==> config.mk <==
export PLATFORM = sky130hd
export DESIGN_NAME = gcd_engine_flat
export DESIGN_NICKNAME = d
export VERILOG_FILES = /design/src/rtl/gcd_engine_if.sv /design/src/rtl/gcd_engine.sv /design/src/flat_wrapper.sv
export SDC_FILE = /design/constraint.sdc
export NUM_CORES = 1
export LEC_CHECK = 0
export CORE_AREA = 2 2 90 114
export DETAILED_ROUTE_END_ITERATION = 8
export DIE_AREA = 0 0 92 116
export PLACE_DENSITY = 0.61
export SLEW_MARGIN = 5
export SYNTH_ARGS = -nofsm -noshare
export SYNTH_HDL_FRONTEND = slang
export SYNTH_SLANG_ARGS = --single-unit
==> constraint.sdc <==
create_clock -name clk -period 7 [get_ports clk]
set_input_delay 2.1 -clock clk [delete_from_list [all_inputs] [get_ports clk]]
set_output_delay 2.1 -clock clk [all_outputs]
set_load 0.03 [all_outputs]
==> src/rtl/gcd_engine_if.sv <==
// rtl/gcd_engine_if.sv - start/abort request and result bundle for gcd_engine
interface gcd_engine_if #(
    parameter int WIDTH  = 8,
    parameter int ITER_W = 8
);
    logic              start_i;
    logic              abort_i;
    logic [WIDTH-1:0]  a_i;
    logic [WIDTH-1:0]  b_i;
    logic              busy_o;
    logic              done_o;
    logic [WIDTH-1:0]  gcd_o;
    logic [ITER_W-1:0] iter_o;
    logic              err_o;

    modport master (
        output start_i, abort_i, a_i, b_i,
        input  busy_o, done_o, gcd_o, iter_o, err_o
    );

    modport slave (
        input  start_i, abort_i, a_i, b_i,
        output busy_o, done_o, gcd_o, iter_o, err_o
    );
endinterface

==> src/rtl/gcd_engine.sv <==
// rtl/gcd_engine.sv - Euclid GCD engine with built-in restoring shift-subtract modulo
module gcd_engine #(
    parameter int WIDTH  = 8,
    parameter int ITER_W = 8
) (
    input  logic        clk,
    input  logic        rst,
    gcd_engine_if.slave bus
);
    localparam int                CNT_W    = ($clog2(WIDTH) < 1) ? 1 : $clog2(WIDTH);
    localparam logic [CNT_W-1:0]  CNT_LAST = CNT_W'(WIDTH - 1);
    localparam logic [ITER_W-1:0] ITER_MAX = '1;

    typedef enum logic [2:0] {
        S_IDLE,
        S_SORT,
        S_MOD,
        S_CHECK,
        S_DONE
    } state_t;

    state_t            state_q;
    logic [WIDTH-1:0]  x_q;
    logic [WIDTH-1:0]  y_q;
    // After each restoring step the remainder is below y, so only the
    // shifted intermediate needs the extra bit; the stored value fits WIDTH.
    logic [WIDTH-1:0]  rem_q;
    logic [CNT_W-1:0]  cnt_q;
    logic [ITER_W-1:0] iter_q;
    logic              busy_q;
    logic              done_q;
    logic              err_q;
    logic [WIDTH-1:0]  gcd_q;
    logic [ITER_W-1:0] iter_out_q;

    logic [WIDTH:0]    rem_shift_d;
    logic [WIDTH-1:0]  rem_d;
    logic [WIDTH-1:0]  max_d;
    logic [WIDTH-1:0]  min_d;
    logic [ITER_W-1:0] iter_d;

    // One restoring-division step, operand ordering and saturating iteration count
    always_comb begin
        rem_shift_d = {rem_q, x_q[WIDTH-1]};
        rem_d       = rem_shift_d[WIDTH-1:0];
        if (rem_shift_d >= {1'b0, y_q}) begin
            rem_d = rem_shift_d[WIDTH-1:0] - y_q;
        end
        if (x_q >= y_q) begin
            max_d = x_q;
            min_d = y_q;
        end else begin
            max_d = y_q;
            min_d = x_q;
        end
        iter_d = (iter_q == ITER_MAX) ? iter_q : iter_q + 1'b1;
    end

    // Control FSM and datapath; result registers only change on DONE entry
    always_ff @(posedge clk or negedge rst) begin
        if (!rst) begin
            state_q    <= S_IDLE;
            x_q        <= '0;
            y_q        <= '0;
            rem_q      <= '0;
            cnt_q      <= '0;
            iter_q     <= '0;
            busy_q     <= 1'b0;
            done_q     <= 1'b0;
            err_q      <= 1'b0;
            gcd_q      <= '0;
            iter_out_q <= '0;
        end else begin
            done_q <= 1'b0;
            if (state_q != S_IDLE && bus.abort_i) begin
                state_q <= S_IDLE;
                busy_q  <= 1'b0;
            end else begin
                case (state_q)
                    S_IDLE: begin
                        if (bus.start_i && !bus.abort_i) begin
                            x_q     <= bus.a_i;
                            y_q     <= bus.b_i;
                            iter_q  <= '0;
                            busy_q  <= 1'b1;
                            state_q <= S_SORT;
                        end
                    end
                    S_SORT: begin
                        x_q <= max_d;
                        y_q <= min_d;
                        if (min_d == '0) begin
                            gcd_q      <= max_d;
                            iter_out_q <= '0;
                            err_q      <= (max_d == '0);
                            done_q     <= 1'b1;
                            state_q    <= S_DONE;
                        end else begin
                            rem_q   <= '0;
                            cnt_q   <= '0;
                            state_q <= S_MOD;
                        end
                    end
                    S_MOD: begin
                        rem_q <= rem_d;
                        x_q   <= {x_q[WIDTH-2:0], 1'b0};
                        cnt_q <= cnt_q + 1'b1;
                        if (cnt_q == CNT_LAST) begin
                            state_q <= S_CHECK;
                        end
                    end
                    S_CHECK: begin
                        iter_q <= iter_d;
                        if (rem_q == '0) begin
                            gcd_q      <= y_q;
                            iter_out_q <= iter_d;
                            err_q      <= 1'b0;
                            done_q     <= 1'b1;
                            state_q    <= S_DONE;
                        end else begin
                            x_q     <= y_q;
                            y_q     <= rem_q;
                            rem_q   <= '0;
                            cnt_q   <= '0;
                            state_q <= S_MOD;
                        end
                    end
                    S_DONE: begin
                        busy_q  <= 1'b0;
                        state_q <= S_IDLE;
                    end
                    default: begin
                        busy_q  <= 1'b0;
                        state_q <= S_IDLE;
                    end
                endcase
            end
        end
    end

    assign bus.busy_o = busy_q;
    assign bus.done_o = done_q;
    assign bus.gcd_o  = gcd_q;
    assign bus.iter_o = iter_out_q;
    assign bus.err_o  = err_q;
endmodule

==> src/flat_wrapper.sv <==
// flat-port wrapper written by rule: the top's interface ports become plain ports
module gcd_engine_flat 
#(
    parameter int WIDTH  = 8,
    parameter int ITER_W = 8
)
  (clk, rst, bus_start_i, bus_abort_i, bus_a_i, bus_b_i, bus_busy_o, bus_done_o, bus_gcd_o, bus_iter_o, bus_err_o);
  gcd_engine_if #(.WIDTH(WIDTH), .ITER_W(ITER_W)) bus_i ();
  input  logic clk;
  input  logic rst;
  input wire logic [$bits(bus_i.start_i)-1:0] bus_start_i;
  input wire logic [$bits(bus_i.abort_i)-1:0] bus_abort_i;
  input wire logic [$bits(bus_i.a_i)-1:0] bus_a_i;
  input wire logic [$bits(bus_i.b_i)-1:0] bus_b_i;
  output wire logic [$bits(bus_i.busy_o)-1:0] bus_busy_o;
  output wire logic [$bits(bus_i.done_o)-1:0] bus_done_o;
  output wire logic [$bits(bus_i.gcd_o)-1:0] bus_gcd_o;
  output wire logic [$bits(bus_i.iter_o)-1:0] bus_iter_o;
  output wire logic [$bits(bus_i.err_o)-1:0] bus_err_o;
  assign bus_i.start_i = bus_start_i;
  assign bus_i.abort_i = bus_abort_i;
  assign bus_i.a_i = bus_a_i;
  assign bus_i.b_i = bus_b_i;
  assign bus_busy_o = bus_i.busy_o;
  assign bus_done_o = bus_i.done_o;
  assign bus_gcd_o = bus_i.gcd_o;
  assign bus_iter_o = bus_i.iter_o;
  assign bus_err_o = bus_i.err_o;
  gcd_engine #(.WIDTH(WIDTH), .ITER_W(ITER_W)) u_core (.clk(clk), .rst(rst), .bus(bus_i));
endmodule
==> results of run 1 <==
[critical path: stages]
cell	delay, ns
clkdlybuf4s50_1	0.53
nor2_1	0.24
o21ai_0	0.11
nor2_1	0.31
nand3_1	0.43
a221o_1	0.48
[worst max path at each step]
stage	startpoint	slack, ns	depth (start not counted)	end
after CTS	bus_abort_i	2.99	6	u_core.rem_q[2]
after detailed placement	bus_abort_i	2.63	6	u_core.rem_q[2]
after global placement	bus_abort_i	2.77	6	u_core.rem_q[6]
final	bus_abort_i	3.00	6	u_core.rem_q[2]
after global routing	bus_abort_i	2.93	6	u_core.rem_q[6]
after floorplan	bus_abort_i	3.69	6	u_core.bus.gcd_o[7]
[cell families (layout without fill, tap and decap cells)]
family	after synthesis	count (layout)	synth area share
AND/OR/NAND/NOR	125	125	0.1665
multiplexers	45	45	0.1380
XOR/XNOR	8	8	0.01854
buffers and inverters	35	76	0.04171
flip-flops	57	57	0.3774
adder cells (fa/ha/maj)	20	20	0.06819
AO/OA/AOI/OAI	98	98	0.1897
[sequential cells by signal (all words and copies together) (netlist names)]
| signal | flops |
|---|---|
| u_core.rem_q | 8 |
| u_core.x_q | 8 |
| u_core.iter_q | 8 |
| u_core.cnt_q | 3 |
| u_core.state_q | 3 |
| u_core.bus.gcd_o | 8 |
| u_core.bus.err_o | 1 |
| u_core.bus.busy_o | 1 |
| u_core.bus.iter_o | 8 |
| u_core.y_q | 8 |
| u_core.bus.done_o | 1 |
[synthesized netlist by cell type, types with 2 or more instances]
library cell,number
o21ai_0,13
a21o_1,4
o221ai_1,6
nor4_1,6
nand3_1,3
o31ai_1,8
a211oi_1,12
nand4_1,5
nand2b_1,2
nor2_1,39
nor3b_1,3
xor2_1,5
o21bai_1,4
or2_2,3
inv_1,19
a22o_1,4
or3_1,2
nor3_2,2
mux2_2,33
ha_1,19
a31o_2,2
mux2i_1,6
buf_2,2
nor2b_1,5
a221o_1,7
nand2_1,30
clkbuf_1,12
o22ai_1,2
mux2_4,6
o211ai_1,2
a21oi_1,18
and4_1,2
dfrtp_1,57
xnor2_1,3
nor3_1,17
[report_power, final]
part | internal, mW | switching (mW)
clock | 0.331 | 0.147
sequential | 0.428 | 0.129
combinational | 0.461 | 0.591
[routing by layer]
layer	global-route usage	wire length, um
met2	0.3172	4574
met4	0.07562	160
met1	0.2496	4211
met3	0.03381	397
met5	0	0
[metrics by stage]
step                        util  instance area (um^2)
after floorplan                -                  3780
after global placement    0.4468                  4249
after detailed placement  0.4468                  4249
after CTS                 0.4809                  4573
after global routing      0.4809                  4573
final                     0.4809                  4573
[area by class of cell]
| cell class | count | area, um^2 | area share |
|---|---|---|---|
| timing repair buffer | 41 | 397.9 | 0.08700 |
| inverter | 19 | 71.32 | 0.01560 |
| multi-input combinational | 296 | 2196 | 0.4802 |
| tap | 126 | 157.7 | 0.03447 |
| clock inverter | 2 | 60.06 | 0.01313 |
| clock buffer | 14 | 264.0 | 0.05773 |
| sequential | 57 | 1426 | 0.3119 |
==> flow_summary.ini, run 1 <==
[finish]
layout_common_cells = 57 x dfrtp_1, 39 x nor2_1, 37 x clkdlybuf4s50_1, 33 x mux2_2, 30 x nand2_1
stdcell_count = 555
syn2layout_area_growth_pct = 20.99
num-fill-cells = 901
final_common_cell = dfrtp_1
num-nets-final = 464
n_antenna_cell = 0
drive_gt1_frac = 0.1585

[timing]
worst_pin_slew_ns = 0.7253
worst_slack_ns = 3.001
setup-violations-final = 0
rsz0062_at_grt = false
fin_crit_ns = 3.999
slew_viol_final = 0
fmax_mhz = 250.1
finalSetupTns_ns = 0
hold_ws_ns = 0.4769
slew_headroom = 0.5114
clock_skew_ns = 0.004760
hold_viol_final = 0
timing.final.crit_share = 0.5712

[synth]
synth_fp_nets = 428
synth_edf_count = 0
synth_top_cell_area_share = 0.3774
async_reset_ff_frac = 1.000
netlist_area_um2 = 3780
yosysWarnings = 0
seq_area_frac_synth = 0.3774
ys.flop_type = dfrtp_1
ys_ff_latch = 57
syn_inst = 388
yosys.area.top_type = dfrtp_1
ys_types = 60
synth.avg_cell_area_um2 = 9.742
synthTopCellsByArea = dfrtp_1 38%, mux2_2 9.8%, ha_1 6.3%, nor2_1 3.9%, nand2_1 3.0%

[cts]
cts_setup_buffers = 0
cts_tree = yes
cts_max_level = 3
cts.path.max_buffers = 2
clk_latency_ns = 0.33
clkTransAtPathRegs_ns = 0.05
root_buffer = clkbuf_16
cts_resized = 0
clock-sinks = 57
cts_made_buffers = 9
cts_hold_buf = 0

[die]
core_area_um2 = 9509
rows = 40
die_width_um = 92
io_pins = 39
die_area_um2 = 10670
start_util = 0.3975
die_y_um = 116

[routing]
wl_per_cell_um = 16.83
route.detailed.drc = 0
antenna_left = 0
dr_total_vias = 3126
drt_first_pass_iters = 4
drt_iter0_markers = 270
avgViaCountPerCell = 5.632
routed_wl_um = 9343

[setup_path]
crit_path_max_fanout = 11
rr_endpoint = u_core.bus.gcd_o[0]
startpoint_type = primary input
critical_path_class = primary input to flip-flop
regToRegSetupSlack_ns = 3.95
crit_path_end_kind = flip-flop
cp.required_ns = 7.21
r2r-start = u_core.y_q[4]
cp.arrival_ns = 4.21
reg2reg_depth = 7

[placed_design]
dp_hpwl_um = 6635
dp.cells = 539
io_buffers = 38
gp_congestion = 0.8824
pre_cts_slack_ns = 2.630

[grt]
antenna_found_initial = 0
grt_first_pass_wirelength_um = 16040
grt_start_max_net_pins = 58
grt.overflow.total = 0
grt_pass1_vias = 3143
groute.usage.overall = 0.1911

[pwr]
p_leak_nw = 2.052
ir_worst_vdd_mv = 0.1649
power.total_mw = 2.087
power_density_nw_per_um2 = 456.3

[hold_path]
hold_class = flip-flop to flip-flop
min_to = u_core.cnt_q[0]
holdPathStages = 1
worstHoldStart = u_core.cnt_q[0]

[flow_run]
cap_violations = 0

[outcome]
outcome = completed
No activity file was read; power rests on OpenSTA's default activity.
==> run 2: changes to the inputs <==
--- a/config.mk
+++ b/config.mk
@@ -8,7 +8,7 @@
 export CORE_AREA = 2 2 90 114
 export DETAILED_ROUTE_END_ITERATION = 8
 export DIE_AREA = 0 0 92 116
-export PLACE_DENSITY = 0.61
+export PLACE_DENSITY = 0.63
 export SLEW_MARGIN = 5
 export SYNTH_ARGS = -nofsm -noshare
 export SYNTH_HDL_FRONTEND = slang
==> constraint.sdc (replaced) <==
create_clock -name clk -period 3.6 [get_ports clk]
set_input_delay 1.08 -clock clk [delete_from_list [all_inputs] [get_ports clk]]
set_output_delay 1.08 -clock clk [all_outputs]
set_load 0.03 [all_outputs]
==> run 2 against run 1 <==
  * Non-clock buffer count is 5 higher
  * Power up 94%
  * Largest power group unchanged
  * Flip-flop and latch count is the same
  * First-iteration DRC count fell by 28%
==> flow_summary.ini, run 2 (same netlist as run 1, synthesis figures left out) <==
[outcome]
outcome = completed

[placed_design]
dp_hpwl_um = 6713
gp_congestion = 0.8695
placed_cell_area_um2 = 4287
io_buffers = 38
dp.cells = 544

[setup_path]
cp.arrival_ns = 3.14
slowest_delay_ns = 0.59
crit_path_max_fanout = 17
cp.required_ns = 3.81
critPathBufInv = 1
startpoint_type = flip-flop
cp_slowest_cell = o311a_1
crit_path_end_kind = flip-flop
cp_top_family = compound AO/OA/AOI/OAI gates
cp_cell_sequence = inv_1, ha_1, a211o_1, o211ai_1, o311a_1, or3_1, nand3_1, a221o_1
critical_path_class = flip-flop to flip-flop

[timing]
fin_crit_ns = 2.929
fmax_mhz = 341.4
clock_skew_ns = 0.006175
rsz0062_at_grt = false
slew_headroom = 0.4833
worst_pin_slew_ns = 0.7751
finalSetupTns_ns = 0
timing.final.crit_share = 0.8136
hold_viol_final = 0
slew_viol_final = 0
setup-violations-final = 0

[pwr]
power_density_nw_per_um2 = 878.7
ir_worst_vdd_mv = 0.2993
p_leak_nw = 2.072

[finish]
n_antenna_cell = 0
stdcell_count = 560
final_common_cell = dfrtp_1
drive_gt1_frac = 0.1728
design_area_um2 = 4598
layout_common_cells = 57 x dfrtp_1, 39 x nor2_1, 37 x clkdlybuf4s50_1, 33 x mux2_2, 30 x nand2_1
num-nets-final = 469
syn2layout_area_growth_pct = 21.65

[grt]
groute.usage.overall = 0.1874
grt_start_max_net_pins = 58
grt_first_pass_wirelength_um = 15640
grt_pass1_vias = 3148
grt.overflow.total = 0
antenna_found_initial = 0

[cts]
cts_hold_buf = 0
cts_made_buffers = 9
clkTransAtPathRegs_ns = 0.05
cts_resized = 0
cts.path.max_buffers = 2
clk_latency_ns = 0.33
root_buffer = clkbuf_16
cts_tree = yes
clock-sinks = 57
cts_setup_buffers = 0
cts_max_level = 3

[routing]
antenna_left = 0
drt_iter0_markers = 194
routed_wl_um = 9371
route.detailed.drc = 0
drt_first_pass_iters = 4
dr_total_vias = 3162
wl_per_cell_um = 16.73
avgViaCountPerCell = 5.646

[die]
rows = 40
io_pins = 39
die_width_um = 92
die_area_um2 = 10670
core_area_um2 = 9509
start_util = 0.3975
die_y_um = 116

[flow_run]
cap_violations = 0

[hold_path]
hold_class = flip-flop to flip-flop
## run 2: path summary, 6_finish.rpt
kind	from	to	slack, ns	cells past startpoint
worst max-delay path	u_core.y_q[4]	u_core.rem_q[1]	0.67	8
worst min-delay path	u_core.cnt_q[0]	u_core.cnt_q[0]	0.47	1
worst max register to register	u_core.y_q[4]	u_core.rem_q[1]	0.67	8
worst min register to register	u_core.cnt_q[0]	u_core.cnt_q[0]	0.47	1
max in group asynchronous	rst	u_core.bus.iter_o[2]	2.22	2
min in group asynchronous	rst	u_core.y_q[3]	0.89	2
## run 2: area by class of cell
class                           count  area (um^2)
Multi-Input combinational cell    296         2196
Clock inverter                      6        82.58
Clock buffer                       10        229.0
Inverter                           19        71.32
Timing Repair Buffer               46        435.4
Tap cell                          126        157.7
Sequential cell                    57         1426
Fill cell                         903         4911
## run 2: metal layers
layer  GRT usage  wire length [um]  vias to the layer above
met2      0.3088              4577                       71
met3     0.04356               390                       14
met1      0.2409              4216                     1544
met5           0                 0                        -
met4     0.07164               187                        0
li1            -                 -                     1533
## run 2: power breakdown
part	switching, mW	internal, mW	leakage, nW	total [mW]
logic	1.14	0.920	1.18	2.06
registers	0.251	0.832	0.741	1.08
clock network	0.295	0.601	0.152	0.896
total	1.69	2.35	2.07	4.04
## run 2: through the flow
stage               hold WS [ns]  setup WS [ns]  total power [mW]  utilization
finish                    0.4731         0.6710             4.041       0.4836
detailed placement        0.4680         0.5530             3.138       0.4508
global route              0.4989         0.4468             4.331       0.4836
CTS                       0.4750         0.6644             4.058       0.4836
global placement          0.4683         0.6051             3.098       0.4508
floorplan                 0.4461          1.079             2.571            -
## run 2: worst register-to-register path, cell delays in order, from the launching register on
cell	delay, ns
dfrtp_1	0.42
inv_1	0.13
ha_1	0.33
a211o_1	0.26
o211ai_1	0.09
o311a_1	0.59
or3_1	0.22
nand3_1	0.32
a221o_1	0.46
==> run 3: changes to the inputs <==
--- a/config.mk
+++ b/config.mk
@@ -8,7 +8,7 @@
 export CORE_AREA = 2 2 90 114
 export DETAILED_ROUTE_END_ITERATION = 8
 export DIE_AREA = 0 0 92 116
-export PLACE_DENSITY = 0.63
+export PLACE_DENSITY = 0.61
 export SLEW_MARGIN = 5
 export SYNTH_ARGS = -nofsm -noshare
 export SYNTH_HDL_FRONTEND = slang
==> constraint.sdc (replaced) <==
create_clock -name clk -period 3.1 [get_ports clk]
set_input_delay 0.93 -clock clk [delete_from_list [all_inputs] [get_ports clk]]
set_output_delay 0.93 -clock clk [all_outputs]
set_load 0.03 [all_outputs]
==> run 3 against run 2 <==
  * Non-clock buffer count up 12
  * Register-to-register slack worse by 0.37 ns
  * Power up 17%
  * Combinational power up 23%
  * Sequential power up 13%
  * First-iteration DRC count up 34%
  * Sequential share of layout area down 0.50 points
  * Clock power up 10%
  * Via count up 3.5%
  * Largest cell class unchanged
  * Largest power group unchanged
==> flow_summary.ini, run 3 (same netlist as run 1, synthesis figures left out) <==
[grt]
grt.overflow.total = 0
antenna_found_initial = 0
grt_start_max_net_pins = 33
groute.usage.overall = 0.1970
grt_first_pass_wirelength_um = 16350
grt_pass1_vias = 3185

[cts]
clk_latency_ns = 0.33
root_buffer = clkbuf_16
cts_tree = yes
cts_hold_buf = 0
clkTransAtPathRegs_ns = 0.05
cts_max_level = 3
cts_resized = 0
cts_made_buffers = 9
cts_setup_buffers = 0
clock-sinks = 57
cts.path.max_buffers = 2

[placed_design]
io_buffers = 38
dp_hpwl_um = 7305
gp_congestion = 0.8504

[timing]
slew_headroom = 0.4951
hold_viol_final = 0
worst_pin_slew_ns = 0.7573
rsz0062_at_grt = false
slew_viol_final = 0
fin_crit_ns = 2.798
timing.final.crit_share = 0.9025
fmax_mhz = 357.4
clock_skew_ns = 0.008065
setup-violations-final = 0
finalSetupTns_ns = 0

[finish]
multiInputGateArea_um2 = 2196
final_common_cell = dfrtp_1
syn2layout_area_growth_pct = 23.63
num-nets-final = 481
num-fill-cells = 899
drive_gt1_frac = 0.1933
layout_common_cells = 57 x dfrtp_1, 39 x nor2_1, 37 x clkdlybuf4s50_1, 33 x mux2_2, 30 x nand2_1
seq_area_um2 = 1426
n_antenna_cell = 0

[die]
die_width_um = 92
core_area_um2 = 9509
io_pins = 39
die_area_um2 = 10670
rows = 40
die_y_um = 116
start_util = 0.3975

[setup_path]
cp.required_ns = 3.30
startpoint_type = flip-flop
crit_path_max_fanout = 7
cp.arrival_ns = 3.00
critical_path_class = flip-flop to flip-flop
crit_path_end_kind = flip-flop

[pwr]
ir_worst_vdd_mv = 0.3087
switchingPower_mw = 1.982
power.total_mw = 4.744
p_seq_frac = 0.256
p_int_mw = 2.762
clkPwrFrac = 0.208
p_leak_nw = 2.126
power_density_nw_per_um2 = 1015
combPwrFrac = 0.536
p_sw_frac = 0.4178

[hold_path]
hold_class = primary input to asynchronous set/reset pin

[routing]
drt_first_pass_iters = 5
wl_per_cell_um = 17.48
avgViaCountPerCell = 5.734
antenna_left = 0
drt_iter0_markers = 260
dr_total_vias = 3274
route.detailed.drc = 0
routed_wl_um = 9981

[outcome]
outcome = completed

[flow_run]
cap_violations = 0
run 3: power groups by stage:
stage               Sequential [mW]  Combinational (mW)  Clock, mW
finish                         1.22                2.54      0.987
global route                   1.25                2.79       1.03
CTS                            1.21                2.54       1.00
detailed placement             1.22                2.52          0
global placement               1.21                2.48          0
floorplan                      1.30                1.68          0
run 3: worst max-delay path, cell delays in order (launching register included):
cell,delay (ns)
dfrtp_1,0.40
inv_1,0.22
ha_1,0.31
nor2b_1,0.14
o21a_1,0.20
or4b_1,0.52
a211oi_2,0.46
nor3_1,0.13
a221o_1,0.29
run 3: layer usage:
| layer | routed length (um) | track usage |
|---|---|---|
| met1 | 4560 | 0.2591 |
| met2 | 4849 | 0.3284 |
| met3 | 454 | 0.03511 |
| met4 | 117 | 0.06965 |
| met5 | 0 | 0 |
run 3: cell type report:
type | instances | share of cell area
multi-input cells | 296 | 0.4699
well taps | 126 | 0.03373
clock inverters | 3 | 0.008568
clock buffers | 12 | 0.05489
inverters | 19 | 0.01526
repair buffers | 58 | 0.1124
flip-flops and latches | 57 | 0.3052
run 3: worst paths after layout:
check | from | slack [ns] | cells past startpoint | endpoint
max in group asynchronous | rst | 2.04 | 2 | u_core.y_q[4]
worst min-delay path | rst | 0.40 | 1 | u_core.rem_q[3]
worst max register to register | u_core.y_q[1] | 0.30 | 8 | u_core.rem_q[4]
worst min register to register | u_core.cnt_q[0] | 0.49 | 1 | u_core.cnt_q[0]
min in group clk | u_core.cnt_q[0] | 0.49 | 1 | u_core.cnt_q[0]
worst max-delay path | u_core.y_q[1] | 0.30 | 8 | u_core.rem_q[4]
run 3: per-stage QoR:
stage / setup WS (ns) / hold slack [ns] / std cells / cell area (um^2) / utilization
6_report: 0.3022 / 0.4035 / 571 / 4673 / 0.4914
5_1_grt: 0.1555 / 0.4018 / 571 / 4673 / 0.4914
4_1_cts: 0.3264 / 0.3969 / 571 / 4673 / 0.4914
3_5_place_dp: 0.3283 / 0.4869 / 556 / 4377 / 0.4603
3_3_place_gp: 0.3425 / 0.4679 / 556 / 4377 / 0.4603
2_1_floorplan: 0.5793 / 0.4461 / 388 / 3780 / -
